==> src/rtl/rca_err_monitor.sv <==
// rca_err_monitor: error-statistics monitor for an approximate ripple carry adder.
// Each accepted sample (A, B, CIN vs. SUM, COUT) is compared against the exact sum.
// Over one START/DONE window it accumulates the sample count, the count of erroneous
// samples and the saturating sum of error distances.
// Optional feature: define MAX_ED_TRACK_EN to add ED_MAX / MAX_A / MAX_B / MAX_CIN,
// which report the largest error distance in the window and the first operands causing it.
module rca_err_monitor #(
    parameter int WIDTH = 4,
    parameter int CNT_W = 16,
    parameter int ACC_W = 24
) (
    input  logic             CLK,
    input  logic             RST_N,
    input  logic             START,
    input  logic             CLEAR,
    input  logic [CNT_W-1:0] NUM_SAMPLES,
    input  logic             VALID_IN,
    input  logic [WIDTH-1:0] A,
    input  logic [WIDTH-1:0] B,
    input  logic             CIN,
    input  logic [WIDTH-1:0] SUM,
    input  logic             COUT,
    output logic             BUSY,
    output logic             DONE,
    output logic [CNT_W-1:0] SAMPLE_CNT,
    output logic [CNT_W-1:0] ERR_CNT,
    output logic [ACC_W-1:0] ED_SUM
`ifdef MAX_ED_TRACK_EN
    ,
    output logic [WIDTH:0]   ED_MAX,
    output logic [WIDTH-1:0] MAX_A,
    output logic [WIDTH-1:0] MAX_B,
    output logic             MAX_CIN
`endif
);

    typedef enum logic [1:0] {
        S_IDLE,
        S_RUN,
        S_DRAIN,
        S_DONE
    } state_t;

    state_t state;
    state_t state_next;

    // Window control
    logic             start_ok;
    logic             accept;
    logic             flush;
    logic [CNT_W-1:0] num_lat;
    logic [CNT_W-1:0] acc_cnt;
    logic [CNT_W:0]   acc_cnt_next;

    // Error distance of the sample currently presented
    logic [WIDTH:0]   exact;
    logic [WIDTH:0]   approx;
    logic [WIDTH:0]   ed;

    // Stage 1 pipeline register
    logic             s1_valid;
    logic [WIDTH:0]   s1_ed;
    logic             s1_err;

    // Stage 2 accumulators
    logic [CNT_W-1:0] sample_cnt;
    logic [CNT_W-1:0] err_cnt;
    logic [ACC_W-1:0] ed_sum;
    logic [ACC_W:0]   ed_sum_wide;

`ifdef MAX_ED_TRACK_EN
    logic [WIDTH-1:0] s1_a;
    logic [WIDTH-1:0] s1_b;
    logic             s1_cin;
    logic [WIDTH:0]   ed_max;
    logic [WIDTH-1:0] max_a;
    logic [WIDTH-1:0] max_b;
    logic             max_cin;
`endif

    // Exact reference sum and absolute distance to the adder's result
    always_comb begin
        exact  = {1'b0, A} + {1'b0, B} + {{WIDTH{1'b0}}, CIN};
        approx = {COUT, SUM};
        if (exact >= approx) begin
            ed = exact - approx;
        end else begin
            ed = approx - exact;
        end
    end

    // FSM state register
    always_ff @(posedge CLK or negedge RST_N) begin
        if (!RST_N) begin
            state <= S_IDLE;
        end else begin
            state <= state_next;
        end
    end

    // FSM next state, sample acceptance and status outputs
    always_comb begin
        state_next   = state;
        start_ok     = 1'b0;
        accept       = 1'b0;
        BUSY         = 1'b0;
        DONE         = 1'b0;
        acc_cnt_next = {1'b0, acc_cnt};
        case (state)
            S_IDLE: begin
                if (START) begin
                    start_ok   = 1'b1;
                    state_next = S_RUN;
                end
            end
            S_RUN: begin
                BUSY         = 1'b1;
                accept       = VALID_IN && (acc_cnt < num_lat);
                acc_cnt_next = {1'b0, acc_cnt} + {{CNT_W{1'b0}}, accept};
                // Leave RUN on the same edge that captures the last sample, so a
                // zero-length window drops straight to DRAIN on its first cycle.
                if (acc_cnt_next >= {1'b0, num_lat}) begin
                    state_next = S_DRAIN;
                end
            end
            S_DRAIN: begin
                BUSY = 1'b1;
                if (!s1_valid) begin
                    state_next = S_DONE;
                end
            end
            S_DONE: begin
                DONE = 1'b1;
                if (START) begin
                    start_ok   = 1'b1;
                    state_next = S_RUN;
                end
            end
            default: begin
                state_next = S_IDLE;
            end
        endcase
        // CLEAR overrides any START or sample in the same cycle
        if (CLEAR) begin
            state_next = S_IDLE;
            start_ok   = 1'b0;
            accept     = 1'b0;
        end
    end

    assign flush = CLEAR | start_ok;

    // Window length latch and accepted-sample count
    always_ff @(posedge CLK or negedge RST_N) begin
        if (!RST_N) begin
            num_lat <= '0;
            acc_cnt <= '0;
        end else if (CLEAR) begin
            acc_cnt <= '0;
        end else if (start_ok) begin
            num_lat <= NUM_SAMPLES;
            acc_cnt <= '0;
        end else if (accept) begin
            acc_cnt <= acc_cnt_next[CNT_W-1:0];
        end
    end

    // Stage 1: register error distance and error flag of each accepted sample
    always_ff @(posedge CLK or negedge RST_N) begin
        if (!RST_N) begin
            s1_valid <= 1'b0;
            s1_ed    <= '0;
            s1_err   <= 1'b0;
        end else if (flush) begin
            s1_valid <= 1'b0;
            s1_ed    <= '0;
            s1_err   <= 1'b0;
        end else begin
            s1_valid <= accept;
            if (accept) begin
                s1_ed  <= ed;
                s1_err <= (ed != '0);
            end
        end
    end

    assign ed_sum_wide = {1'b0, ed_sum} + {{(ACC_W - WIDTH){1'b0}}, s1_ed};

    // Stage 2: saturating statistics accumulation
    always_ff @(posedge CLK or negedge RST_N) begin
        if (!RST_N) begin
            sample_cnt <= '0;
            err_cnt    <= '0;
            ed_sum     <= '0;
        end else if (flush) begin
            sample_cnt <= '0;
            err_cnt    <= '0;
            ed_sum     <= '0;
        end else if (s1_valid) begin
            sample_cnt <= sample_cnt + 1'b1;
            if (s1_err && (err_cnt != '1)) begin
                err_cnt <= err_cnt + 1'b1;
            end
            if (ed_sum_wide[ACC_W]) begin
                ed_sum <= '1;
            end else begin
                ed_sum <= ed_sum_wide[ACC_W-1:0];
            end
        end
    end

    assign SAMPLE_CNT = sample_cnt;
    assign ERR_CNT    = err_cnt;
    assign ED_SUM     = ed_sum;

`ifdef MAX_ED_TRACK_EN
    // Stage 1 operand copy for maximum-error attribution
    always_ff @(posedge CLK or negedge RST_N) begin
        if (!RST_N) begin
            s1_a   <= '0;
            s1_b   <= '0;
            s1_cin <= 1'b0;
        end else if (flush) begin
            s1_a   <= '0;
            s1_b   <= '0;
            s1_cin <= 1'b0;
        end else if (accept) begin
            s1_a   <= A;
            s1_b   <= B;
            s1_cin <= CIN;
        end
    end

    // Stage 2: track the largest error distance; ties keep the earlier operands
    always_ff @(posedge CLK or negedge RST_N) begin
        if (!RST_N) begin
            ed_max  <= '0;
            max_a   <= '0;
            max_b   <= '0;
            max_cin <= 1'b0;
        end else if (flush) begin
            ed_max  <= '0;
            max_a   <= '0;
            max_b   <= '0;
            max_cin <= 1'b0;
        end else if (s1_valid && (s1_ed > ed_max)) begin
            ed_max  <= s1_ed;
            max_a   <= s1_a;
            max_b   <= s1_b;
            max_cin <= s1_cin;
        end
    end

    assign ED_MAX  = ed_max;
    assign MAX_A   = max_a;
    assign MAX_B   = max_b;
    assign MAX_CIN = max_cin;
`endif

endmodule

==> config.mk <==
export PLATFORM = sky130hd
export DESIGN_NAME = rca_err_monitor
export DESIGN_NICKNAME = d
export VERILOG_FILES = /design/src/rtl/rca_err_monitor.sv
export SDC_FILE = /design/constraint.sdc
export NUM_CORES = 1
export LEC_CHECK = 0
export ABC_AREA = 1
export CAP_MARGIN = 15
export CORE_MARGIN = 8
export CORE_UTILIZATION = 65
export CTS_CLUSTER_DIAMETER = 200
export DETAILED_ROUTE_END_ITERATION = 10
export DONT_BUFFER_PORTS = 1
export PLACE_DENSITY = 0.81
export REMOVE_ABC_BUFFERS = 1
export SLEW_MARGIN = 5
export SYNTH_ARGS = -nofsm -noshare
export SYNTH_HDL_FRONTEND = slang
export SYNTH_SLANG_ARGS = --single-unit
==> constraint.sdc <==
create_clock -name CLK -period 4.1 [get_ports CLK]
set_input_delay 0.615 -clock CLK [delete_from_list [all_inputs] [get_ports CLK]]
set_output_delay 0.615 -clock CLK [all_outputs]
set_load 0.1 [all_outputs]
==> reports/metrics.cfg <==
[worst_setup_path]
max_stage_delay_ns=0.46
path_common_cell=nand2_1
critical_path.top_delay_family=simple AND/OR/NAND/NOR gates
cp-end-kind=flip-flop
worstReg2RegStart=acc_cnt[11]
crit_type=reg2reg
required_ns=4.37
arrival_ns=4.04
start_kind=flip-flop
cp-startpoint=acc_cnt[11]
slowest_stage=dfrtp_2
path_buf_inv=0
cp_max_fo=6
cp_cell_sequence=ha_1 -> a21oi_1 -> o21ai_1 -> nand3_1 -> nand2_1 -> a21oi_1 -> and2_1 -> ha_1 -> nand2_2 -> nor2_4 -> nand3_2 -> or2_4 -> nor2_1 -> xor2_1 -> ha_1 -> nand2_1 -> nor4_1 -> nand3_1 -> o211a_1 -> nand2_2 -> nand2_2 -> nand2_1 -> nand2_1

[sta]
tns_ns=0
slew_violations=0
setup_viol=0
rsz0062_at_grt=no
maxSlewHeadroom_pct=31.07
max_freq_ghz=0.2651
hold_violations=0
fin_crit_ns=3.772
period_share_pct=92.00
finClkSkew_ns=0.01126
tightest_slew_ns=1.034
worst_slack_ns=0.3280

[cells_and_area]
n_antenna_cell=0
nets=1039
layout_common_cells=nand2_1, inv_1, dfrtp_1
stdcell_count=1084
drive_above_1_share_pct=9.599
nFillCells=824
fin_util_pct=72.47
synthToLayoutAreaGrowth_pct=8.834
final_common_cell=nand2_1

[global_routing]
overflow=0
grt_max_degree=98
grt_pass1_vias=6190
grt_pass1_wl_um=29010
grt_usage_pct=24.42
antenna_found_initial=0

[placement]
gp_congestion=0.8892
place_inst=1067
portBuffers=0
post-dp-hpwl_um=12570
dp_slack_ns=0.3334

[detailed_routing]
viasPerCell=5.706
vias=6185
wl_um=17030
drc=0
drt_iter0_drc=596
wl_per_cell_um=15.71
drt_pre_antenna_iters=5
ant_nets=0

[clocking]
clk_latency_ns=0.37
cts_tree=yes
htree_levels=3
post-cts-setup-buffers=0
clk_path_buf_depth=2
numCtsBuffers=9
path_clk_slew_ns=0.11
cts_sinks=97
cts-root-buf=clkbuf_8

[die]
die-area_mm2=0.01401
core_area_mm2=0.01023
dieHeight_um=118.4
std_cell_rows=37
start_util_pct=66.59
die_x_um=118.4
io_pins=93

[synth]
synth_ff_type=dfrtp_1
async_flop_share_pct=100.0
synth_edf_count=0
ys_ff_latch=97
syn_avg_cell_area_um2=7.470
netlist_area_mm2=0.006813
synth_cells=912
synth_warnings=0
synthDistinctLibCells=47
yosysSeqAreaShare_pct=35.63

[pwr]
vdd_drop_max_mv=0.3989
report.power.total_mw=2.761
total_leakage_power_nw=3.885
powerDensity_mw_per_mm2=372.4

[run_status]
status=finished, final reports clean

[job]
maxCapViolCount=0

[worst_hold_path]
min_path_type=in2async

-- registers in the layout, indices dropped and copies added, names as in the netlist --
name and count:
ED_SUM 24, ERR_CNT 16, SAMPLE_CNT 16, acc_cnt 16
num_lat 16, s1_ed 5, s1_err 1, s1_valid 1
state 2
-- layout make-up --
type | count | area, um^2 | area share, %
multi-input cells | 664 | 3809 | 51.37
well taps | 136 | 170.2 | 2.295
repair buffers | 43 | 342.8 | 4.624
inverters | 128 | 480.5 | 6.480
clock inverters | 7 | 60.06 | 0.8100
clock buffers | 9 | 123.9 | 1.671
flip-flops and latches | 97 | 2429 | 32.75
-- logic make-up after synthesis --
group / count (synthesis) / synth area share, %
DFF: 97 / 35.63
and+or+nand+nor: 432 / 28.54
buffers and inverters: 151 / 8.668
adders and majority gates: 61 / 11.75
AOI/OAI and AO/OA: 132 / 10.28
xor gates and xnor gates: 39 / 5.124
-- stage by stage --
| stage | hold WS [ns] | instance area [um^2] |
|---|---|---|
| 6_report | 0.1606 | 7415 |
| 5_1_grt | 0.1950 | 7415 |
| 4_1_cts | 0.1779 | 7400 |
| 3_5_place_dp | 0.3231 | 7188 |
| 3_3_place_gp | 0.3226 | 7188 |
| 2_1_floorplan | 0.3194 | 6703 |
-- routing by layer --
metal / track usage, % / wire [um] / up-vias
li1: - / - / 3032
met1: 29.97 / 7254 / 2941
met2: 42.02 / 8370 / 188
met3: 5.236 / 1112 / 24
met4: 7.984 / 297 / 0
met5: 0 / 0 / -
-- timing repair --
| action | in CTS | in global routing |
|---|---|---|
| hold endpoints to repair | 97 | 0 |
| hold buffers | 1 | 0 |
| resized for setup | 0 | 4 |
| setup endpoints to repair | 0 | 2 |
-- where the power goes --
part | internal (mW) | total, mW | switching [mW]
registers | 1.06 | 1.19 | 0.131
clock network | 0.232 | 0.610 | 0.378
logic | 0.257 | 0.964 | 0.706
-- final timing paths --
path | endpoint | slack (ns) | depth (start not counted)
worst max-delay path | state[1] | 0.33 | 23
worst min-delay path | ED_SUM[21] | 0.16 | 1
worst max register to register | state[1] | 0.33 | 23
worst min register to register | s1_err | 0.55 | 2
max in group asynchronous | acc_cnt[11] | 3.57 | 1
min in group CLK | num_lat[15] | 0.40 | 2
-- synthesized netlist by cell type, types with 9 or more instances --
cell,number,area share [%]
a21oi_1,52,3.8
clkbuf_1,9,0.50
dfrtp_1,97,36
ha_1,56,10
inv_1,125,6.9
nand2_1,204,11
nand3_1,83,6.1
nand4_1,15,1.4
nor2_1,73,4.0
nor3_1,23,1.7
o21ai_0,59,4.3
xnor2_1,11,1.4
xor2_1,27,3.5
Note: power is estimated with default switching activity, not from simulation.
